### config.mk
export PLATFORM = sky130hd
export DESIGN_NAME = fetch_queue
export DESIGN_NICKNAME = d
export VERILOG_FILES = /design/src/rtl/fetch_queue.sv
export SDC_FILE = /design/constraint.sdc
export NUM_CORES = 1
export LEC_CHECK = 0
export ABC_AREA = 1
export CAP_MARGIN = 20
export CORE_AREA = 3 3 164 166
export CTS_CLUSTER_DIAMETER = 200
export DETAILED_ROUTE_END_ITERATION = 12
export DIE_AREA = 0 0 167 169
export HOLD_SLACK_MARGIN = 0.06
export PLACE_DENSITY = 0.74
export SLEW_MARGIN = 10
export SYNTH_ARGS = -nofsm -noshare
export SYNTH_HDL_FRONTEND = slang
export SYNTH_SLANG_ARGS = --single-unit
### constraint.sdc
create_clock -name clock -period 26.4 [get_ports clock]
set_input_delay 3.96 -clock clock [delete_from_list [all_inputs] [get_ports clock]]
set_output_delay 3.96 -clock clock [all_outputs]
set_load 0.03 [all_outputs]
### src/rtl/fetch_queue.sv
// Instruction-fetch stage: a free-running PC generator feeding a DEPTH-entry
// queue that absorbs decode stalls; a redirect flushes the queue and restarts fetch.
module fetch_queue #(
  parameter int DATA_W   = 32,
  parameter int ADDR_W   = 32,
  parameter int DEPTH    = 4,
  parameter logic [ADDR_W-1:0] RESET_PC = '0
) (
  input  logic                       clock,
  input  logic                       reset,
  output logic [ADDR_W-1:0]          address_imem,
  input  logic [DATA_W-1:0]          q_imem,
  input  logic                       redirect_valid,
  input  logic [ADDR_W-1:0]          redirect_pc,
  input  logic                       deq_ready,
  output logic                       deq_valid,
  output logic [DATA_W-1:0]          deq_insn,
  output logic [ADDR_W-1:0]          deq_pc,
  output logic [$clog2(DEPTH):0]     count,
  output logic                       full,
  output logic                       empty
);

  localparam int PTR_W = $clog2(DEPTH);
  localparam int CNT_W = PTR_W + 1;
  localparam logic [CNT_W-1:0] DEPTH_C = CNT_W'(DEPTH);

  // Pointers wrap naturally because DEPTH is a power of two.
  function automatic logic [PTR_W-1:0] ptr_inc(input logic [PTR_W-1:0] p);
    return p + PTR_W'(1);
  endfunction

  // Sequential PC step; all-ones wraps silently to zero.
  function automatic logic [ADDR_W-1:0] pc_inc(input logic [ADDR_W-1:0] pc);
    return pc + ADDR_W'(1);
  endfunction

  logic [ADDR_W-1:0] pc_p0;

  logic [DATA_W-1:0] insn_mem_p1 [DEPTH];
  logic [ADDR_W-1:0] pc_mem_p1   [DEPTH];
  logic [PTR_W-1:0]  head_p1;
  logic [PTR_W-1:0]  tail_p1;
  logic [CNT_W-1:0]  count_p1;
  logic              vld_p1;
  logic              full_p1;

  logic              deq;
  logic              enq;
  logic [CNT_W-1:0]  count_nxt;

  assign vld_p1  = (count_p1 != '0);
  assign full_p1 = (count_p1 == DEPTH_C);

  assign deq = vld_p1 && deq_ready && !redirect_valid;
  assign enq = !redirect_valid && (!full_p1 || deq);

  always_comb begin
    count_nxt = count_p1;
    if (redirect_valid) begin
      count_nxt = '0;
    end else begin
      case ({enq, deq})
        2'b10:   count_nxt = count_p1 + CNT_W'(1);
        2'b01:   count_nxt = count_p1 - CNT_W'(1);
        default: count_nxt = count_p1;
      endcase
    end
  end

  // ---- stage p0: fetch PC ----
  always_ff @(posedge clock or posedge reset) begin
    if (reset) begin
      pc_p0 <= RESET_PC;
    end else if (redirect_valid) begin
      pc_p0 <= redirect_pc;
    end else if (enq) begin
      pc_p0 <= pc_inc(pc_p0);
    end
  end

  // ---- stage p1: instruction queue ----
  always_ff @(posedge clock or posedge reset) begin
    if (reset) begin
      head_p1  <= '0;
      tail_p1  <= '0;
      count_p1 <= '0;
    end else begin
      count_p1 <= count_nxt;
      if (redirect_valid) begin
        head_p1 <= '0;
        tail_p1 <= '0;
      end else begin
        if (deq) head_p1 <= ptr_inc(head_p1);
        if (enq) tail_p1 <= ptr_inc(tail_p1);
      end
    end
  end

  // Storage is cleared on reset so the head reads zero before the first fetch.
  always_ff @(posedge clock or posedge reset) begin
    if (reset) begin
      for (int i = 0; i < DEPTH; i++) begin
        insn_mem_p1[i] <= '0;
        pc_mem_p1[i]   <= '0;
      end
    end else if (enq) begin
      insn_mem_p1[tail_p1] <= q_imem;
      pc_mem_p1[tail_p1]   <= pc_p0;
    end
  end

  assign address_imem = pc_p0;
  assign deq_valid    = vld_p1;
  assign deq_insn     = insn_mem_p1[head_p1];
  assign deq_pc       = pc_mem_p1[head_p1];
  assign count        = count_p1;
  assign full         = full_p1;
  assign empty        = !vld_p1;

endmodule

======== Word-level counts from Yosys, hierarchy flattened ========
Index checks and enable logic that the tools add are counted.
W data, S select, Z words.
storage, ports and cells
  flip-flop bits (word level) ............. 295
  word-level logic and storage cells ...... 55
  output and inout port bits .............. 102
operators by class
  bitwise operators ....................... 2
  reduce and logical (&&, ||, !) cells .... 12
  $add $sub $neg .......................... 5
  $lt $le $gt $ge ......................... 3
  equal/unequal tests ..................... 3
  muxes and demuxes ....................... 18
operators by type and width
  operator                 number
  $bwmux W128              2
  $mux W32                 7
  $bmux W32 S2             2
  $demux W32 S2            1
  $add A32 B1 Y32 const B  1
  $mux W2                  4
  $ge A3 B3 Y1 const B     2
  $not A2 Y3               2
  $pmux W3 S2              1
  $reduce_bool A3 Y1       2
  $add A2 B1 Y2 const B    2
  $logic_and A1 B1 Y1      4
  $reduce_bool A2 Y1       2
  $add A3 B1 Y3 const B    1
  $eq A3 B3 Y1 const B     1
  $logic_not A1 Y1         3
  $lt A3 B1 Y1 const B     1
  $mux W3                  1
  $sub A3 B1 Y3 const B    1
  $eq A2 B1 Y1 const B     1
  $eq A2 B2 Y1 const B     1
  $logic_or A1 B1 Y1       1

======== Logic depth before layout (Yosys ltp) ========
  word-level depth ........................ 8
  mapped depth ............................ 11
  gate-level depth less buffers ........... 10

======== Worst setup path after synthesis ========
No wires, ideal clock.
  kind .................................... reg2out
  from .................................... register head_p1[0]
  to ...................................... output deq_insn[0]
  data arrival time ....................... 1575 ps
  cell stages (with the launch flop) ...... 6
  path slack .............................. 20865 ps
  cell sequence ........................... dfrtp_1 inv_1 clkbuf_1 clkbuf_1 nor2_1 o22ai_1
between the ends
  cells in the longest elaborated chain, start to end .. 4
RTL lines
  what                                          line  source
  start: declaration                            42    logic [PTR_W-1:0] head_p1;
  start signal: assignment                      94    if (deq) head_p1 <= ptr_inc(head_p1);
  $not A2 Y3 (not written as such)              115   assign deq_insn = insn_mem_p1[head_p1];
  $bmux W32 S2                                  115
  $mux W32 (not written as such) (2 in series)  115
  end: declaration                              17    output logic [DATA_W-1:0] deq_insn,
Every way passes these cells. The select of a mux whose other input is x is not followed.

======== Final worst setup path ========
  from .................................... register head_p1[0]
  to ...................................... output deq_pc[4]
between the ends
  cells in the longest elaborated chain, start to end .. 4
RTL lines
  what                                          line  source
  $not A2 Y3 (not written as such)              116   assign deq_pc = pc_mem_p1[head_p1];
  $bmux W32 S2                                  116
  $mux W32 (not written as such) (2 in series)  116
  end: declaration                              18    output logic [ADDR_W-1:0] deq_pc,
Every way passes these cells. The select of a mux whose other input is x is not followed.

==> metrics.md <==
| Metric | Value |
|---|---|
| Max Freq | `129 MHz` |
| Status | `finished clean` |
| Skew final | `0.0115 ns` |
| YS warnings | `0` |
| Drt first-iter violations | `1426` |
| Core Footprint | `25800 µm²` |
| Static leakage | `7.92 nW` |
| H-tree levels | `1` |
| Post-synth EDFFs | `0` |
| Drt wl/cell | `17.9 µm` |
| Seq/Total Area, Yosys | `52.7%` |
| CTS Buffer Depth | `3` |
| All-Layer GR Usage | `27.5%` |
| Worst Path Arrival | `3.80 ns` |
| Ratio of cells with drive above 1 in the final layout | `3.99%` |
| I/O Pins | `170` |
| Initial antenna violation count | `0` |
| Worst VDD drop | `0.0574 mV` |
| Cts bufs inserted | `31` |
| ANT cells | `0` |
| Count of different cell masters after synthesis | `29` |
| Post-Place Cells | `2162` |
| Gpl congestion | `0.934` |
| Share of the synthesized area in the top cell type | `52.7%` |
| Final net count | `1935` |
| Fin crit period | `7.76 ns` |
| Port Buf Inserts | `169` |
| Final routed DRC violation total | `0` |
| MaxCap Viol Count | `0` |
| Pin count of the biggest net entering global routing | `169` |
| Starting density of the core | `54.4%` |
| Avg Inst Size Synth | `7.92 µm²` |
| Hold/Removal Path Class | `register to register` |
| Final HPWL DP | `23300 µm` |
| Mapped Nets | `1844` |
| CP required | `22.44 ns` |
| Post-Route WL | `39700 µm` |
| Via count | `12800` |
| Vias in the first global route | `12300` |
| Die Ht | `169 µm` |
| RSZ-0062 raised after global routing | `no` |
| CTS root buf | `clkbuf_16` |
| Postcts setup bufs | `0` |
| Global route overflow | `0` |
| Area grow syn2layout | `19.2%` |
| Worst-path fanout max | `83` |
| Skew-Pair Late Insertion Delay | `0.55 ns` |
| CTS tree | `built` |
| Num Clock Sinks | `295` |
| Ys async rst share | `100%` |
| Syn Inst Count | `1769` |
| Worst slew margin | `30.3%` |
| Hold-fix buffers at CTS | `0` |
| Worst-margin pin slew | `1.04 ns` |
| Finish-stage setup viols | `0` |
| Synth Register Bits | `295` |
| PwrDens | `95.4 nW/µm²` |
| DRT Pass-1 Iters | `6` |
| Post-CTS Resized | `0` |
| Vias per cell | `5.78` |
| Period utilisation layout | `29.4%` |
| Die footprint | `28200 µm²` |
| Die width | `167 µm` |
| Clock transition at path regs | `0.06 ns` |
| Setup TNS | `0 ns` |
| Routed Antenna Nets | `0` |
| Final std cells w/o fill | `2216` |
| Synth area leaders | `dfrtp_1 53%, nand2_1 14%, o21ai_0 9.5%` |
| Startpoint types | `register` |
| Max-slew violations | `0` |
| Num rows | `59` |
| Yosys top cell by area | `dfrtp_1` |
| Synth Flop Type | `dfrtp_1` |
| Crit Path Category | `register to output pin` |
| CP endpoint kind | `output pin` |
| Cell Area, Synth | `14000 µm²` |
| First-pass GRT wire length | `64300 µm` |
| Final hold violations | `0` |
| R2R Setup Slk | `23.29 ns` |
## synthesized netlist by cell type (4+ instances only)
library cell  instances
o21ai_0             267
buf_6                 5
nand2_1             527
buf_2                32
xor2_1                5
buf_4                14
clkbuf_1             72
o211ai_1              5
dfrtp_1             295
a22oi_1              11
nand3_1             175
a31oi_1               4
ha_1                  7
o21ai_1              11
o22ai_1              66
inv_1                63
a21oi_1               8
nor2_1              181
nand4_1               5
buf_1                 4
## path summary, 6_finish.rpt
kind                                              from                     endpoint  cells after the start
min reg2reg                insn_mem_p1[74]$_DFFE_PP0P_  insn_mem_p1[74]$_DFFE_PP0P_                      2
min                        insn_mem_p1[74]$_DFFE_PP0P_  insn_mem_p1[74]$_DFFE_PP0P_                      2
max in group asynchronous                        reset       head_p1[0]$_DFFE_PP0P_                      3
max                             head_p1[0]$_DFFE_PP0P_                    deq_pc[4]                      5
max reg2reg                       count[0]$_DFFE_PP0P_  insn_mem_p1[65]$_DFFE_PP0P_                      9
min in group asynchronous                        reset   pc_mem_p1[118]$_DFFE_PP0P_                      2
## cells by family after synthesis
group / synth area share, %
and+or+nand+nor: 25.8
adders and majority gates: 0.625
AOI/OAI and AO/OA: 14.4
buffers and inverters: 6.10
xor gates and xnor gates: 0.438
DFF: 52.7
## cell type report
class                      count  area (µm²)
inverter                      64         249
clock inverter                 9         151
timing repair buffer         186        1840
clock buffer                  45         868
multi-input combinational   1282        5780
sequential                   295        7390
fill                        2193        9070
tap                          335         419
## power breakdown
group          leakage, nW  switching (mW)  internal, mW  total [mW]
combinational         3.74           0.295         0.178       0.473
sequential            3.68          0.0869         0.593       0.680
clock                0.501           0.174         0.266       0.440
total                 7.92           0.556          1.04        1.59
## metrics by stage
stage	hold WS (ns)	cell area, µm²	worst slack [ns]	power (mW)	util [%]
floorplan	0.437	14000	14.29	0.974	-
detailed placement	0.453	15700	18.93	1.15	60.9
CTS	0.468	16700	18.69	1.60	64.8
finish	0.463	16700	18.64	1.59	64.8
global route	0.477	16700	18.48	1.69	64.8
global placement	0.448	15700	19.04	1.14	60.8
## critical path, stage by stage, from the launching register on
cell and delay (ns):
dfrtp_4 0.66, clkinv_2 0.53, buf_4 0.77, o21ai_0 0.16
o22ai_1 0.30, clkdlybuf4s50_1 0.74
## routing by layer
| metal | track usage, % | wire (µm) |
|---|---|---|
| met5 | 0 | 0 |
| met2 | 43.2 | 18200 |
| met3 | 4.81 | 3220 |
| met4 | 7.21 | 809 |
| met1 | 40.0 | 17500 |
## cells in the final DEF (no fill, tap or decap), types with 2 or more instances in the layout
master | Yosys | routed
buf_12 | 0 | 2
inv_8 | 0 | 2
xnor2_1 | 2 | 2
clkdlybuf4s50_1 | 0 | 169
o22ai_1 | 66 | 66
a21oi_1 | 8 | 8
ha_1 | 7 | 7
clkbuf_1 | 72 | 10
o211ai_1 | 5 | 5
nand3_1 | 175 | 175
a31oi_1 | 4 | 4
o21ai_1 | 11 | 11
o21ai_0 | 267 | 267
dfrtp_1 | 295 | 293
nand2_2 | 2 | 5
nor2_1 | 181 | 181
clkbuf_16 | 0 | 31
nand2_1 | 527 | 524
inv_1 | 63 | 60
clkinv_2 | 0 | 5
bufinv_16 | 0 | 4
xor2_1 | 5 | 5
and2_1 | 2 | 2
clkbuf_8 | 0 | 4
a22oi_1 | 11 | 11
nand4_1 | 5 | 5
buf_4 | 14 | 15
## registers in the layout, summed over array words and instances (netlist names)
signal,cells
head_p1,2
tail_p1,2
pc_mem_p1,128
count,3
insn_mem_p1,128
address_imem,32
(Power assumes the default switching activity.)
